[src/rtl/hf_ssp_pkg.sv]
`default_nettype none
// +--------------------------------------------------------------------------+
// | hf_ssp_pkg : shared types, defaults and helpers for the HF SSP TX block  |
// | Rev 1.0                                                                  |
// +--------------------------------------------------------------------------+
package hf_ssp_pkg;

  typedef enum logic [0:0] {
    ST_IDLE  = 1'b0,
    ST_SHIFT = 1'b1
  } state_t;

  localparam int DEF_WIDTH    = 8;
  localparam int DEF_DEPTH    = 4;
  localparam int DEF_HALF_DIV = 2;

  // Occupancy counter must represent 0..DEPTH inclusive.
  function automatic int level_w(input int depth);
    return $clog2(depth) + 1;
  endfunction

endpackage
`default_nettype wire

[src/rtl/hf_ssp_tx_fifo.sv]
`default_nettype none
// +--------------------------------------------------------------------------+
// | ssp_tx_fifo : word FIFO with combinational head and occupancy count      |
// | Rev 1.0                                                                  |
// +--------------------------------------------------------------------------+
module ssp_tx_fifo
  import hf_ssp_pkg::*;
#(
  parameter int WIDTH = DEF_WIDTH,
  parameter int DEPTH = DEF_DEPTH
) (
  input  logic                        clk_i,
  input  logic                        rst_ni,
  input  logic                        push_i,
  input  logic [WIDTH-1:0]            data_i,
  input  logic                        pop_i,
  output logic [WIDTH-1:0]            head_o,
  output logic                        full_o,
  output logic                        empty_o,
  output logic [level_w(DEPTH)-1:0]   level_o
);

  localparam int AW = $clog2(DEPTH);
  localparam int LW = level_w(DEPTH);

  logic [WIDTH-1:0] mem_q [DEPTH];
  logic [AW-1:0]    wr_q;
  logic [AW-1:0]    rd_q;
  logic [LW-1:0]    cnt_q;
  logic             w_push;
  logic             w_pop;

  // Full refuses a push even when a pop happens in the same cycle.
  assign full_o  = (cnt_q == LW'(DEPTH));
  assign empty_o = (cnt_q == '0);
  assign w_push  = push_i && !full_o;
  assign w_pop   = pop_i && !empty_o;
  assign head_o  = mem_q[rd_q];
  assign level_o = cnt_q;

  always_ff @(posedge clk_i or negedge rst_ni) begin
    if (!rst_ni) begin
      wr_q  <= '0;
      rd_q  <= '0;
      cnt_q <= '0;
    end else begin
      if (w_push) wr_q <= wr_q + 1'b1;
      if (w_pop)  rd_q <= rd_q + 1'b1;
      case ({w_push, w_pop})
        2'b10:   cnt_q <= cnt_q + 1'b1;
        2'b01:   cnt_q <= cnt_q - 1'b1;
        default: cnt_q <= cnt_q;
      endcase
    end
  end

  always_ff @(posedge clk_i) begin
    if (w_push) mem_q[wr_q] <= data_i;
  end

endmodule
`default_nettype wire

[src/rtl/hf_ssp_tx.sv]
`default_nettype none
// +--------------------------------------------------------------------------+
// | hf_ssp_tx : FIFO-buffered MSB-first word serialiser onto the ARM SSP.    |
// | Option: HF_SSP_TX_IDLE_CLK_EN keeps ssp_clk free-running in IDLE.        |
// | Rev 1.0                                                                  |
// +--------------------------------------------------------------------------+
module hf_ssp_tx
  import hf_ssp_pkg::*;
#(
  parameter int WIDTH    = DEF_WIDTH,
  parameter int DEPTH    = DEF_DEPTH,
  parameter int HALF_DIV = DEF_HALF_DIV
) (
  input  logic                      ck_1356meg,
  input  logic                      nreset,
  input  logic                      en,
  input  logic [WIDTH-1:0]          in_data,
  input  logic                      in_valid,
  output logic                      in_ready,
  output logic                      ssp_clk,
  output logic                      ssp_frame,
  output logic                      ssp_din,
  output logic                      busy,
  output logic [level_w(DEPTH)-1:0] level
);

  localparam int CW = $clog2(WIDTH);
  localparam int DW = (HALF_DIV > 1) ? $clog2(HALF_DIV) : 1;

  state_t           state_q;
  logic [CW-1:0]    bit_cnt_q;
  logic [WIDTH-1:0] shreg_q;
  logic             frame_q;
  logic             sclk_q;
  logic [DW-1:0]    div_q;

  logic [WIDTH-1:0] w_head;
  logic             w_full;
  logic             w_empty;
  logic             w_more;
  logic             w_pop;
  logic             w_run;
  logic             w_tc;
  logic             w_rise;

  ssp_tx_fifo #(
    .WIDTH (WIDTH),
    .DEPTH (DEPTH)
  ) u_fifo (
    .clk_i   (ck_1356meg),
    .rst_ni  (nreset),
    .push_i  (in_valid),
    .data_i  (in_data),
    .pop_i   (w_pop),
    .head_o  (w_head),
    .full_o  (w_full),
    .empty_o (w_empty),
    .level_o (level)
  );

`ifdef HF_SSP_TX_IDLE_CLK_EN
  assign w_run = 1'b1;
`else
  logic start_q;

  // Registered start request gives a fixed HALF_DIV+1 start latency; a high
  // ssp_clk keeps the divider running so the last high half completes.
  assign w_run = (state_q == ST_SHIFT) || sclk_q || start_q;

  always_ff @(posedge ck_1356meg or negedge nreset) begin
    if (!nreset) start_q <= 1'b0;
    else         start_q <= (state_q == ST_IDLE) && w_more;
  end
`endif

  assign w_tc   = (div_q == DW'(HALF_DIV - 1));
  assign w_rise = w_run && w_tc && !sclk_q;
  assign w_more = en && !w_empty;
  assign w_pop  = w_rise && w_more && ((state_q == ST_IDLE) || (bit_cnt_q == '0));

  always_ff @(posedge ck_1356meg or negedge nreset) begin
    if (!nreset) begin
      div_q  <= '0;
      sclk_q <= 1'b0;
    end else if (!w_run) begin
      div_q  <= '0;
      sclk_q <= 1'b0;
    end else if (w_tc) begin
      div_q  <= '0;
      sclk_q <= ~sclk_q;
    end else begin
      div_q  <= div_q + 1'b1;
    end
  end

  always_ff @(posedge ck_1356meg or negedge nreset) begin
    if (!nreset) begin
      state_q   <= ST_IDLE;
      bit_cnt_q <= '0;
      shreg_q   <= '0;
      frame_q   <= 1'b0;
    end else if (w_rise) begin
      case (state_q)
        ST_IDLE: begin
          if (w_more) begin
            shreg_q   <= w_head;
            frame_q   <= 1'b1;
            bit_cnt_q <= CW'(WIDTH - 1);
            state_q   <= ST_SHIFT;
          end
        end
        ST_SHIFT: begin
          if (bit_cnt_q != '0) begin
            shreg_q   <= shreg_q << 1;
            frame_q   <= 1'b0;
            bit_cnt_q <= bit_cnt_q - 1'b1;
          end else if (w_more) begin
            shreg_q   <= w_head;
            frame_q   <= 1'b1;
            bit_cnt_q <= CW'(WIDTH - 1);
          end else begin
            shreg_q   <= '0;
            frame_q   <= 1'b0;
            state_q   <= ST_IDLE;
          end
        end
        default: state_q <= ST_IDLE;
      endcase
    end
  end

  // Clearing shreg on return to IDLE makes its MSB the idle-low data line.
  assign ssp_din   = shreg_q[WIDTH-1];
  assign ssp_frame = frame_q;
  assign ssp_clk   = sclk_q;
  assign busy      = (state_q == ST_SHIFT);
  assign in_ready  = !w_full;

endmodule
`default_nettype wire

[config.mk]
export PLATFORM = sky130hd
export DESIGN_NAME = hf_ssp_tx
export DESIGN_NICKNAME = d
export VERILOG_FILES = /design/src/rtl/hf_ssp_pkg.sv /design/src/rtl/hf_ssp_tx_fifo.sv /design/src/rtl/hf_ssp_tx.sv
export SDC_FILE = /design/constraint.sdc
export NUM_CORES = 1
export LEC_CHECK = 0
export ABC_AREA = 1
export BUFFER_PORTS_ARGS = -buffer_cell sky130_fd_sc_hd__buf_2
export CAP_MARGIN = 20
export CORE_MARGIN = 2
export CORE_UTILIZATION = 50
export DETAILED_ROUTE_END_ITERATION = 8
export MAX_ROUTING_LAYER = met4
export PLACE_DENSITY = 0.73
export SYNTH_ARGS = -nofsm -noshare
export SYNTH_HDL_FRONTEND = slang
export SYNTH_SLANG_ARGS = --single-unit
export TNS_END_PERCENT = 1
[constraint.sdc]
create_clock -name ck_1356meg -period 2.1 [get_ports ck_1356meg]
set_input_delay 0.42 -clock ck_1356meg [delete_from_list [all_inputs] [get_ports ck_1356meg]]
set_output_delay 0.42 -clock ck_1356meg [all_outputs]
set_load 0.05 [all_outputs]
==> results.txt <==
----------------------------------------------------
[Worst setup path]
  Timing startpoint of the critical path ... u_fifo.level_o[1]
  Beginning of the worst register-to-register path ... u_fifo.level_o[1]
  Worst path slowest cell ... sky130_fd_sc_hd__dfrtp_2
  Worst EP required ... 2.30 ns
  Maximum fanout along the worst path ... 10
  Element type at the critical path start ... register
  Setup CP Type ... register to register
  Setup slack, reg-to-reg ... between 0.09 and 0.1 ns
  Crit path depth ... 13
  Worst Path Arrival ... 2.20 ns
  List of cells traversed by the critical path ... nor2_2 > nand2_2 > nand3_2 > nand2_2 > buf_4 > buf_4 > buf_4 > buf_4 > buf_4 > buf_4 > buf_4 > nand3_1 > nand2_1
  CP endpoint kind ... register
  Reg-to-Reg End ... u_fifo.rd_q[0]
  Depth of the worst register-to-register path ... 13
  Largest delay share family, worst path ... buffers and inverters
  Peak per-stage delay on the critical path ... 0.44 ns
  Cell mode on critical path ... sky130_fd_sc_hd__buf_4
  Worst setup path end ... u_fifo.rd_q[0]
  Count of buffer and inverter cells on the critical path ... 7

[STA]
  Fmax ... about 0.5 GHz
  Pins over their slew limit ... 0
  Final number of setup-violating endpoints ... 0
  Transition time at the pin with the least slew margin ... approximately 0.54 ns
  Fin crit share ... 95.28%
  Final clock skew ... 0.006212 ns
  Relative slew slack ... 63.96%
  Total count of hold-check failures in the final report ... 0
  Minimum clock period after layout ... 2.001 ns

[Synthesis]
  Share of synthesized cell area in full adder, half adder and majority cells ... 4.268%
  Post-synthesis instance area ... 2521 um2
  Fraction of the mapped netlist area in compound gates ... about 8.0%
  Gate count of the mapped netlist ... ~260
  Synth Area in XOR/XNOR ... roughly 1.4%
  Mean instance size in the synthesized netlist ... 9.848 um2
  Flip-flop and latch count after synthesis ... 55
  Synthesized-area fraction occupied by and/or/nand/nor cells ... 17.82%
  Nets in the synthesized netlist ... 276
  Number of warnings printed during yosys synthesis ... 0
  Post-synth cell types ... 22
  Seq/Total Area, Yosys ... 60.94%
  Proportion of synthesized area in mux cells ... 0%
  Dominant combinational cell family by area after synthesis ... simple AND/OR/NAND/NOR gates

[Finish]
  Layout overhead on the synthesized area ... 17.07%
  N_diodes ... 0
  Ratio of cells with drive above 1 in the final layout ... 27.46%
  Top library cells by usage in the layout, fill and taps aside ... 51 x sky130_fd_sc_hd__nor2_1, 43 x sky130_fd_sc_hd__nand2_1, 32 x sky130_fd_sc_hd__edfxtp_1
  Total area of sequential cells ... 1543 um2
  Number of filler cells placed in the layout ... slightly below 400
  Post-layout utilization of the core ... 61.67%
  Post-layout nets ... ~310
  Most common cell after layout, fill and taps aside ... sky130_fd_sc_hd__nor2_1
  Multi-input gate area ... 848.3 um2

[Global routing]
  First-pass GRT wire length ... 6893 um
  Number of global-route vias before repair ... approximately 1500
  Leftover overflow at the end of global routing ... 0
  Global-route usage over all layers ... 17.34%
  Maximum number of pins on one net before global-route repair ... 26
  Initial antenna violation count ... 0

[Floorplanning]
  Die X-Extent ... roughly 75 um
  Die ar. ... 5627 um2
  Placement Rows ... 25
  Die height ... 75.01 um
  Top-level I/O count ... 20
  Initial cell density of the core ... between 50% and 60%
  Floorplan Core Area ... 4786 um2

[Clock tree]
  Clk Latency, worst-skew pair ... slightly above 0.3 ns
  Hold buffer count at CTS ... 0
  Clock tree from TritonCTS ... done
  CTS root buf ... sky130_fd_sc_hd__clkbuf_8
  Clock slew at the register clock pins of the worst setup and hold paths ... 0.11 ns
  Total CTS buffers ... 5
  Sinks on the clock net ... 55
  Deepest level of the CTS H-tree ... 2
  Max clock buf depth ... 2

[Route]
  Via density ... 4.666
  Routed length per instance ... 11.71 um
  Initial drt markers ... 77
  Sum of routed wire length over all layers ... 4240 um
  Total iterations of the first detailed-routing run ... 4
  Vias ... 1689
  Count of nets left with antenna violations after detail routing ... 0
  DRC viols ... 0

[Job]
  Count of maximum capacitance violations ... 0

[Placed design]
  Last weighted congestion value of the routability-driven placer ... 0.8702
  Buffers on Ports ... 19
  Detail Placement HPWL ... 2818 um

[Pwr]
  Overall power of the completed layout ... 4.403 mW
  Static Leak ... between 1 and 1.5 nW
  Worst-case vdd ir drop ... 0.8144 mV
  Pwr Density ... around 1500 nW/um2

[Run status]
  Outcome ... completed

[Min path]
  Path type of the worst min-delay path ... input pin to asynchronous set/reset pin

----------------------------------------------------
cell families (layout without fill, tap and decap cells):
group / Yosys count / after routing
XOR/XNOR: 4 / 4
buffers and inverters: 43 / 82
flip-flops: 55 / 55
AND/OR/NAND/NOR: 111 / 111
AO/OA/AOI/OAI: 35 / 35
adder cells (fa/ha/maj): 8 / 8
cells in the mapped netlist, drive strengths merged:
master  instances  area [um2]
edfxtp         32       960.9
fa              1       20.02
nand2          51       196.4
xnor2           1       8.760
a21oi          11       77.57
ha              7       87.58
o21bai          1       7.510
nor2           54       217.7
buf             8       58.81
o21ai          22       110.1
dfrtp          23       575.6
inv            34       127.6
xor2            3       26.28
nand3           6       35.03
clkinv          1       3.750
o21a            1       7.510
sequential cells by signal (all words and copies together) (netlist names), 2 cells and up:
| register | flops |
|---|---|
| u_fifo.mem_q | 32 |
| u_fifo.rd_q | 2 |
| u_fifo.level_o | 3 |
| bit_cnt_q | 3 |
| shreg_q | 8 |
| u_fifo.wr_q | 2 |
worst reg2reg max path, cell delays in order (launching register included):
cell	delay, ns
sky130_fd_sc_hd__dfrtp_2	0.44
sky130_fd_sc_hd__nor2_2	0.16
sky130_fd_sc_hd__nand2_2	0.10
sky130_fd_sc_hd__nand3_2	0.08
sky130_fd_sc_hd__nand2_2	0.07
sky130_fd_sc_hd__buf_4	0.13
sky130_fd_sc_hd__buf_4	0.12
sky130_fd_sc_hd__buf_4	0.12
sky130_fd_sc_hd__buf_4	0.12
sky130_fd_sc_hd__buf_4	0.12
sky130_fd_sc_hd__buf_4	0.12
sky130_fd_sc_hd__buf_4	0.16
sky130_fd_sc_hd__nand3_1	0.09
sky130_fd_sc_hd__nand2_1	0.07
report_power, final:
part | internal [mW] | switching [mW] | total [mW]
registers | 1.51 | 0.215 | 1.72
logic | 0.747 | 1.30 | 2.04
clock network | 0.257 | 0.384 | 0.641
total | 2.51 | 1.89 | 4.40
metal layers:
layer	up-vias	GRT usage, %	wire length [um]
met2	20	27.29	2154
li1	881	-	-
met4	0	5.357	51
met5	-	-	0
met3	4	4.953	123
met1	784	21.89	1911
how the worst min path moves through the flow:
stage,startpoint,end,slack [ns],cells after the start
after floorplan,nreset,bit_cnt_q[0],0.12,0
after CTS,nreset,bit_cnt_q[0],0.08,1
after global routing,nreset,bit_cnt_q[0],0.10,1
after global placement,nreset,u_fifo.wr_q[0],0.42,1
final,nreset,bit_cnt_q[0],0.07,1
after detailed placement,nreset,u_fifo.wr_q[0],0.42,1
area by class of cell:
type,count,area share (%)
clock buffers,5,2.331
well taps,67,2.840
multi-input cells,158,28.74
repair buffers,39,8.309
inverters,35,4.451
clock inverters,3,1.060
flip-flops and latches,55,52.27
metrics by stage:
| step | setup WS (ns) | hold slack (ns) | instances | area (um2) | setup TNS (ns) |
|---|---|---|---|---|---|
| 5_1_grt | -0.002866 | 0.1033 | 362 | 2952 | -0.003828 |
| 2_1_floorplan | -0.01103 | 0.1244 | 256 | 2541 | -0.01103 |
| 3_5_place_dp | 0.01732 | 0.4241 | 344 | 2733 | 0 |
| 6_report | 0.09909 | 0.06665 | 362 | 2952 | 0 |
| 3_3_place_gp | 0.07884 | 0.4209 | 344 | 2733 | 0 |
| 4_1_cts | 0.01672 | 0.07878 | 359 | 2892 | 0 |
what timing repair did:
action	CTS	global route
pin swaps	2	5
resized for setup	5	10
endpoints found under the setup margin	1	12
setup buffers	7	3
(Power assumes the default switching activity.)
